**src/rtl/sub_share_pkg.sv**
```systemverilog
// sub_share_pkg: shared types and helpers for the shared `sub` issue controller.
//   state_e   : controller state (IDLE / RUN / DRAIN)
//   id_w()    : requester-id width, max(1, clog2(n))
//   tag_t     : one tag-pipe stage {valid, id}; id is sized for the largest
//               supported requester count and narrowed at the response register
package sub_share_pkg;

  typedef enum logic [1:0] {
    IDLE  = 2'd0,
    RUN   = 2'd1,
    DRAIN = 2'd2
  } state_e;

  localparam int unsigned TAG_ID_W = 16;

  function automatic int unsigned id_w(input int unsigned n);
    return (n <= 2) ? 1 : $clog2(n);
  endfunction

  typedef struct packed {
    logic                valid;
    logic [TAG_ID_W-1:0] id;
  } tag_t;

endpackage

```
**src/rtl/sub_share_ctrl_rr_arbiter.sv**
```systemverilog
// rr_arbiter: combinational round-robin grant with a registered priority pointer.
//   clk, rstn : clock, async active-low reset
//   req       : request vector
//   en        : grant enable; 0 forces gnt to zero
//   advance   : a grant was taken this cycle; pointer moves past gnt_id
//   gnt       : one-hot grant (combinational)
//   gnt_id    : index of the granted requester (combinational)
module rr_arbiter
  import sub_share_pkg::*;
#(
  parameter  int unsigned NUM_REQ = 4,
  localparam int unsigned ID_W    = id_w(NUM_REQ)
) (
  input  logic               clk,
  input  logic               rstn,
  input  logic [NUM_REQ-1:0] req,
  input  logic               en,
  input  logic               advance,
  output logic [NUM_REQ-1:0] gnt,
  output logic [ID_W-1:0]    gnt_id
);

  logic [ID_W-1:0] ptr_q;
  int unsigned     idx;
  logic [ID_W-1:0] idx_w;
  logic            found;

  // Search starts at the pointer and wraps; first valid request wins.
  always_comb begin
    gnt    = '0;
    gnt_id = '0;
    found  = 1'b0;
    idx    = 0;
    idx_w  = '0;
    for (int unsigned k = 0; k < NUM_REQ; k++) begin
      idx = 32'(ptr_q) + k;
      if (idx >= NUM_REQ) idx = idx - NUM_REQ;
      idx_w = ID_W'(idx);
      if (en && !found && req[idx_w]) begin
        found      = 1'b1;
        gnt[idx_w] = 1'b1;
        gnt_id     = idx_w;
      end
    end
  end

  // Pointer moves to the requester after the one just served.
  always_ff @(posedge clk or negedge rstn) begin
    if (!rstn) begin
      ptr_q <= '0;
    end else if (advance) begin
      ptr_q <= (32'(gnt_id) == NUM_REQ - 1) ? '0 : gnt_id + ID_W'(1);
    end
  end

endmodule

```
**src/rtl/sub_share_ctrl.sv**
```systemverilog
// sub_share_ctrl: time-multiplexes one `sub` datapath among NUM_REQ requesters.
//   clk, rstn          : clock, async active-low reset
//   en                 : issue enable; dropping it drains in-flight work
//   idle               : IDLE state with nothing in flight
//   req_valid/ready    : per-requester handshake (ready is one-hot or zero)
//   req_a, req_b       : packed operands, requester i at [i*DATA_WIDTH +: DATA_WIDTH]
//   sub_a, sub_b       : registered operands to `sub`
//   sub_z              : result from `sub`, SUB_LAT cycles after sub_a/sub_b
//   rsp_valid/id/z     : registered one-cycle result with requester id
module sub_share_ctrl
  import sub_share_pkg::*;
#(
  parameter  int unsigned DATA_WIDTH = 32,
  parameter  int unsigned NUM_REQ    = 4,
  parameter  int unsigned SUB_LAT    = 1,
  localparam int unsigned ID_W       = id_w(NUM_REQ)
) (
  input  logic                          clk,
  input  logic                          rstn,
  input  logic                          en,
  output logic                          idle,
  input  logic [NUM_REQ-1:0]            req_valid,
  output logic [NUM_REQ-1:0]            req_ready,
  input  logic [NUM_REQ*DATA_WIDTH-1:0] req_a,
  input  logic [NUM_REQ*DATA_WIDTH-1:0] req_b,
  output logic [DATA_WIDTH-1:0]         sub_a,
  output logic [DATA_WIDTH-1:0]         sub_b,
  input  logic [DATA_WIDTH-1:0]         sub_z,
  output logic                          rsp_valid,
  output logic [ID_W-1:0]               rsp_id,
  output logic [DATA_WIDTH-1:0]         rsp_z
);

  localparam int unsigned STAGES = SUB_LAT + 1;

  state_e                  state_q, state_d;
  tag_t                    tag_q [STAGES];
  logic                    grant_en_c;
  logic                    issue_c;
  logic [ID_W-1:0]         gnt_id_c;
  logic [DATA_WIDTH-1:0]   sel_a_c, sel_b_c;
  logic                    inflight_c;
  logic                    inflight_next_c;

  assign grant_en_c = (state_q == RUN) && en;
  assign issue_c    = |(req_valid & req_ready);

  rr_arbiter #(
    .NUM_REQ (NUM_REQ)
  ) u_arb (
    .clk     (clk),
    .rstn    (rstn),
    .req     (req_valid),
    .en      (grant_en_c),
    .advance (issue_c),
    .gnt     (req_ready),
    .gnt_id  (gnt_id_c)
  );

  // One-hot operand mux driven by the grant.
  always_comb begin
    sel_a_c = '0;
    sel_b_c = '0;
    for (int unsigned i = 0; i < NUM_REQ; i++) begin
      if (req_ready[i]) begin
        sel_a_c = req_a[i*DATA_WIDTH +: DATA_WIDTH];
        sel_b_c = req_b[i*DATA_WIDTH +: DATA_WIDTH];
      end
    end
  end

  // Work in the tag pipe now, and work that will be in it next cycle.
  always_comb begin
    inflight_c      = 1'b0;
    inflight_next_c = issue_c;
    for (int unsigned k = 0; k < STAGES; k++) begin
      inflight_c = inflight_c | tag_q[k].valid;
      if (k < SUB_LAT) inflight_next_c = inflight_next_c | tag_q[k].valid;
    end
  end

  // Enable / drain state machine; DRAIN always passes through IDLE.
  always_comb begin
    state_d = state_q;
    unique case (state_q)
      IDLE:    if (en) state_d = RUN;
      RUN:     if (!en) state_d = inflight_c ? DRAIN : IDLE;
      DRAIN:   if (!inflight_c) state_d = IDLE;
      default: state_d = IDLE;
    endcase
  end

  always_ff @(posedge clk or negedge rstn) begin
    if (!rstn) begin
      state_q   <= IDLE;
      idle      <= 1'b1;
      sub_a     <= '0;
      sub_b     <= '0;
      rsp_valid <= 1'b0;
      rsp_id    <= '0;
      rsp_z     <= '0;
      for (int unsigned k = 0; k < STAGES; k++) tag_q[k] <= '0;
    end else begin
      state_q <= state_d;
      idle    <= (state_d == IDLE) && !inflight_next_c;
      if (issue_c) begin
        sub_a <= sel_a_c;
        sub_b <= sel_b_c;
      end
      // Tag pipe tracks each issue to the cycle its sub_z is valid.
      tag_q[0].valid <= issue_c;
      tag_q[0].id    <= issue_c ? TAG_ID_W'(gnt_id_c) : '0;
      for (int unsigned k = 1; k < STAGES; k++) tag_q[k] <= tag_q[k-1];
      rsp_valid <= tag_q[SUB_LAT].valid;
      if (tag_q[SUB_LAT].valid) begin
        rsp_id <= ID_W'(tag_q[SUB_LAT].id);
        rsp_z  <= sub_z;
      end
    end
  end

  // Stored ids must always name a real requester.
  always_comb begin
    assert (tag_q[SUB_LAT].id < TAG_ID_W'(NUM_REQ));
  end

endmodule
```
**config.mk**
```make
export PLATFORM = sky130hd
export DESIGN_NAME = sub_share_ctrl
export DESIGN_NICKNAME = d
export VERILOG_FILES = /design/src/rtl/sub_share_pkg.sv /design/src/rtl/sub_share_ctrl_rr_arbiter.sv /design/src/rtl/sub_share_ctrl.sv
export SDC_FILE = /design/constraint.sdc
export NUM_CORES = 1
export LEC_CHECK = 0
export ABC_AREA = 0
export CORE_AREA = 5 5 151 153
export DETAILED_ROUTE_END_ITERATION = 10
export DIE_AREA = 0 0 156 158
export HOLD_SLACK_MARGIN = 0.02
export PLACE_DENSITY_LB_ADDON = 0.3
export SLEW_MARGIN = 30
export SYNTH_ARGS = -nofsm -noshare
export SYNTH_HDL_FRONTEND = slang
export SYNTH_SLANG_ARGS = --single-unit
```
**constraint.sdc**
```tcl
create_clock -name clk -period 4 [get_ports clk]
set_clock_uncertainty 0.1 [all_clocks]
set_input_delay 0.8 -clock clk [delete_from_list [all_inputs] [get_ports clk]]
set_output_delay 0.8 -clock clk [all_outputs]
set_load 0.1 [all_outputs]
```
==> results.cfg <==
[logic_synthesis]
synth_top_area_share_pct = 39.8
yosysWarningCount = 0
synth-seq-cells = 110
synth_ff_type = dfrtp_1
async_flop_share_pct = 100
ys_top_cells_by_area = dfrtp_1 (40%), nor3b_2 (9.9%), o221ai_1 (8.2%), a21o_1 (7.0%), a31oi_1 (5.9%)
syn_avg_cell_area_um2 = 9.98
netlist_instances = 687
synth_area_mm2 = 0.00686
synthesis.nets = 990
yosysTopAreaCell = dfrtp_1
ys_types = 42
ys_seq_area_share_pct = 40.1
synth_edf_count = 0

[global_routing]
antenna_found_initial = 0
grt_use_total_pct = 20.9
grt_max_degree = 65
grt_pass1_vias = 7193
grt_first_pass_wirelength_um = 40500
overflow = 0

[setup_path]
cp_data_required_time_ns = 3.10
start_kind = input port
worstPathCellList = clkdlybuf4s50_1 -> mux4_2 -> nor4b_4 -> buf_4 -> and2_0 -> nor3_2 -> inv_2 -> buf_12
cp_max_fo = 12
crit_type = in2out
arrival_ns = 3.01
cp_slowest_stage_delay_ns = 0.65
cp-end-kind = output pin
slowest_stage = mux4_2

[routing]
firstDrtPassIters = 4
drt_iter0_drc = 284
vias = 6982
viasPerCell = 5.22
ant_nets = 0
routed_wirelength_um = 27200
wl_per_cell_um = 20.4
route.detailed.drc = 0

[sta]
slew_viol_final = 0
timing.final.crit_share_pct = 97.8
period_minus_slack_ns = 3.91
finalHoldViolations = 0
rsz0062_at_grt = no
max_slew_margin_pct = 31.1
finalSetupTns_ns = 0
clock.fmax_mhz = 256
worst_slew_pin_slew_ns = 1.03
whs_ns = 0.254
setup_violations = 0

[die]
die_y_um = 158
coreArea_mm2 = 0.0214
die_w_um = 156
io_pins = 399
start_util_pct = 32.0
rows = 54
dieArea_mm2 = 0.0246

[cts]
htree_levels = 3
cts-root-buf = clkbuf_16
cts_made_buffers = 9
cts_tree = yes
post-cts-setup-buffers = 0
cts_resized = 0
clock_latency_ns = 0.35
clock_path_buffers = 2
cts.clk_slew.worst_paths_ns = 0.08
hold_buffers = 0
cts_num_sinks = 110

[worst_hold_path]
hold_path.class = reg2reg

[outcome]
run_status = finished, final reports clean

[power]
leakagePower_nw = 4.74
cellPowerDensity_mw_per_mm2 = 926
total_power_mw = 10.6
ir_drop_mv = 0.435

[cells_and_area]
layout.nets = 1356
drive_gt1_share_pct = 15.3
num_antenna_cells = 0
seqCellArea_mm2 = 0.00275
syn_to_final_growth_pct = 67.3
multi_input_area_mm2 = 0.00374
fillers = 1955

[run]
maxCapViolations = 0

[placement]
gp_routability_congestion = 0.851
io_buffers = 398
place_hpwl_um = 19900
## per-stage QoR
step / cell area [um2] / setup slack [ns] / util (%) / std cells
2_1_floorplan: 6860 / 0.0288 / - / 687
3_3_place_gp: 11200 / 0.0482 / 52.3 / 1322
3_5_place_dp: 11200 / 0.0681 / 52.1 / 1322
4_1_cts: 11500 / 0.0848 / 53.6 / 1338
5_1_grt: 11500 / 0.00176 / 53.6 / 1338
6_report: 11500 / 0.0880 / 53.6 / 1338
## cell usage in the layout (no fill, tap or decap), drive strengths merged, types with 3 or more instances in the layout
cell and instances:
a211oi 3, a21o 64, a21oi 9, a31oi 65, and2 4, buf 42, clkbuf 9, clkdlybuf4s50 383
dfrtp 109, ha 8, inv 12, mux2 36, mux2i 3, mux4 4, nand2 70, nand2b 4
nand3b 5, nor2 68, nor2b 4, nor3b 65, o21ai 5, o221ai 64
## Yosys cell counts (4+ instances only)
cell      number
nor2_1        68
dfrtp_1      109
a21o_1        64
a31oi_1       65
clkbuf_1      33
nor3b_2       54
nand2b_1       4
buf_6          9
mux4_2         4
o221ai_1      64
nand2_1       70
mux2_2        36
nor2b_1        4
buf_2         24
nand3b_1       4
nor3b_1       11
ha_1           8
a21oi_1        9
inv_1          9
o21ai_0        5
## state kept, by name (all words and copies together) (netlist names)
register and cells:
idle 1, sub_b 32, state_q 2, u_arb.ptr_q 2, rsp_valid 1, rsp_id 2, tag_q 6, sub_a 32
rsp_z 32
## worst max-delay path: cells and delay by family
kind / cells / cell delay (ns)
buf+inv: 4 / 1.01
simple gates: 3 / 0.53
mux: 1 / 0.65
## metal layers
metal / routed length (um) / share of wire [%] / vias up / global-route usage [%]
met2: 13400 / 49 / 322 / 36.0
li1: - / - / 3298 / -
met3: 2500 / 9.2 / 46 / 6.04
met4: 775 / 2.8 / 0 / 7.21
met5: 0 / 0 / - / 0
met1: 10600 / 39 / 3316 / 25.0
## final timing paths
| path | start | end | slack [ns] | depth (start not counted) |
|---|---|---|---|---|
| worst max register to register | u_arb.ptr_q[0] | sub_b[19] | 0.74 | 9 |
| worst min-delay path | tag_q[18] | tag_q[1] | 0.25 | 0 |
| max in group asynchronous | rstn | idle | 2.59 | 2 |
| worst max-delay path | req_valid[0] | req_ready[2] | 0.09 | 8 |
| worst min register to register | tag_q[18] | tag_q[1] | 0.25 | 0 |
| min in group asynchronous | rstn | rsp_z[23] | 0.39 | 1 |
## layout make-up
class	instances	share of cell area [%]
Clock buffer	9	1.96
Inverter	9	0.294
Sequential cell	110	24.0
Tap cell	280	3.05
Multi-Input combinational cell	498	32.6
Timing Repair Buffer	425	37.4
Clock inverter	7	0.774
## where the power goes
part	leakage (nW)	internal, mW	switching [mW]
Clock	0.152	0.503	0.470
Combinational	3.28	2.13	5.56
Sequential	1.31	1.67	0.289
## cell families (layout without fill, tap and decap cells)
family | count (synthesis) | count (layout) | synth area share, %
AND/OR/NAND/NOR | 229 | 229 | 21.5
AO/OA/AOI/OAI | 217 | 217 | 23.3
flip-flops | 110 | 110 | 40.1
buffers and inverters | 79 | 450 | 5.86
multiplexers | 43 | 43 | 7.66
adder cells (fa/ha/maj) | 8 | 8 | 1.46
XOR/XNOR | 1 | 1 | 0.128
Power figures use the tool's default switching activity.
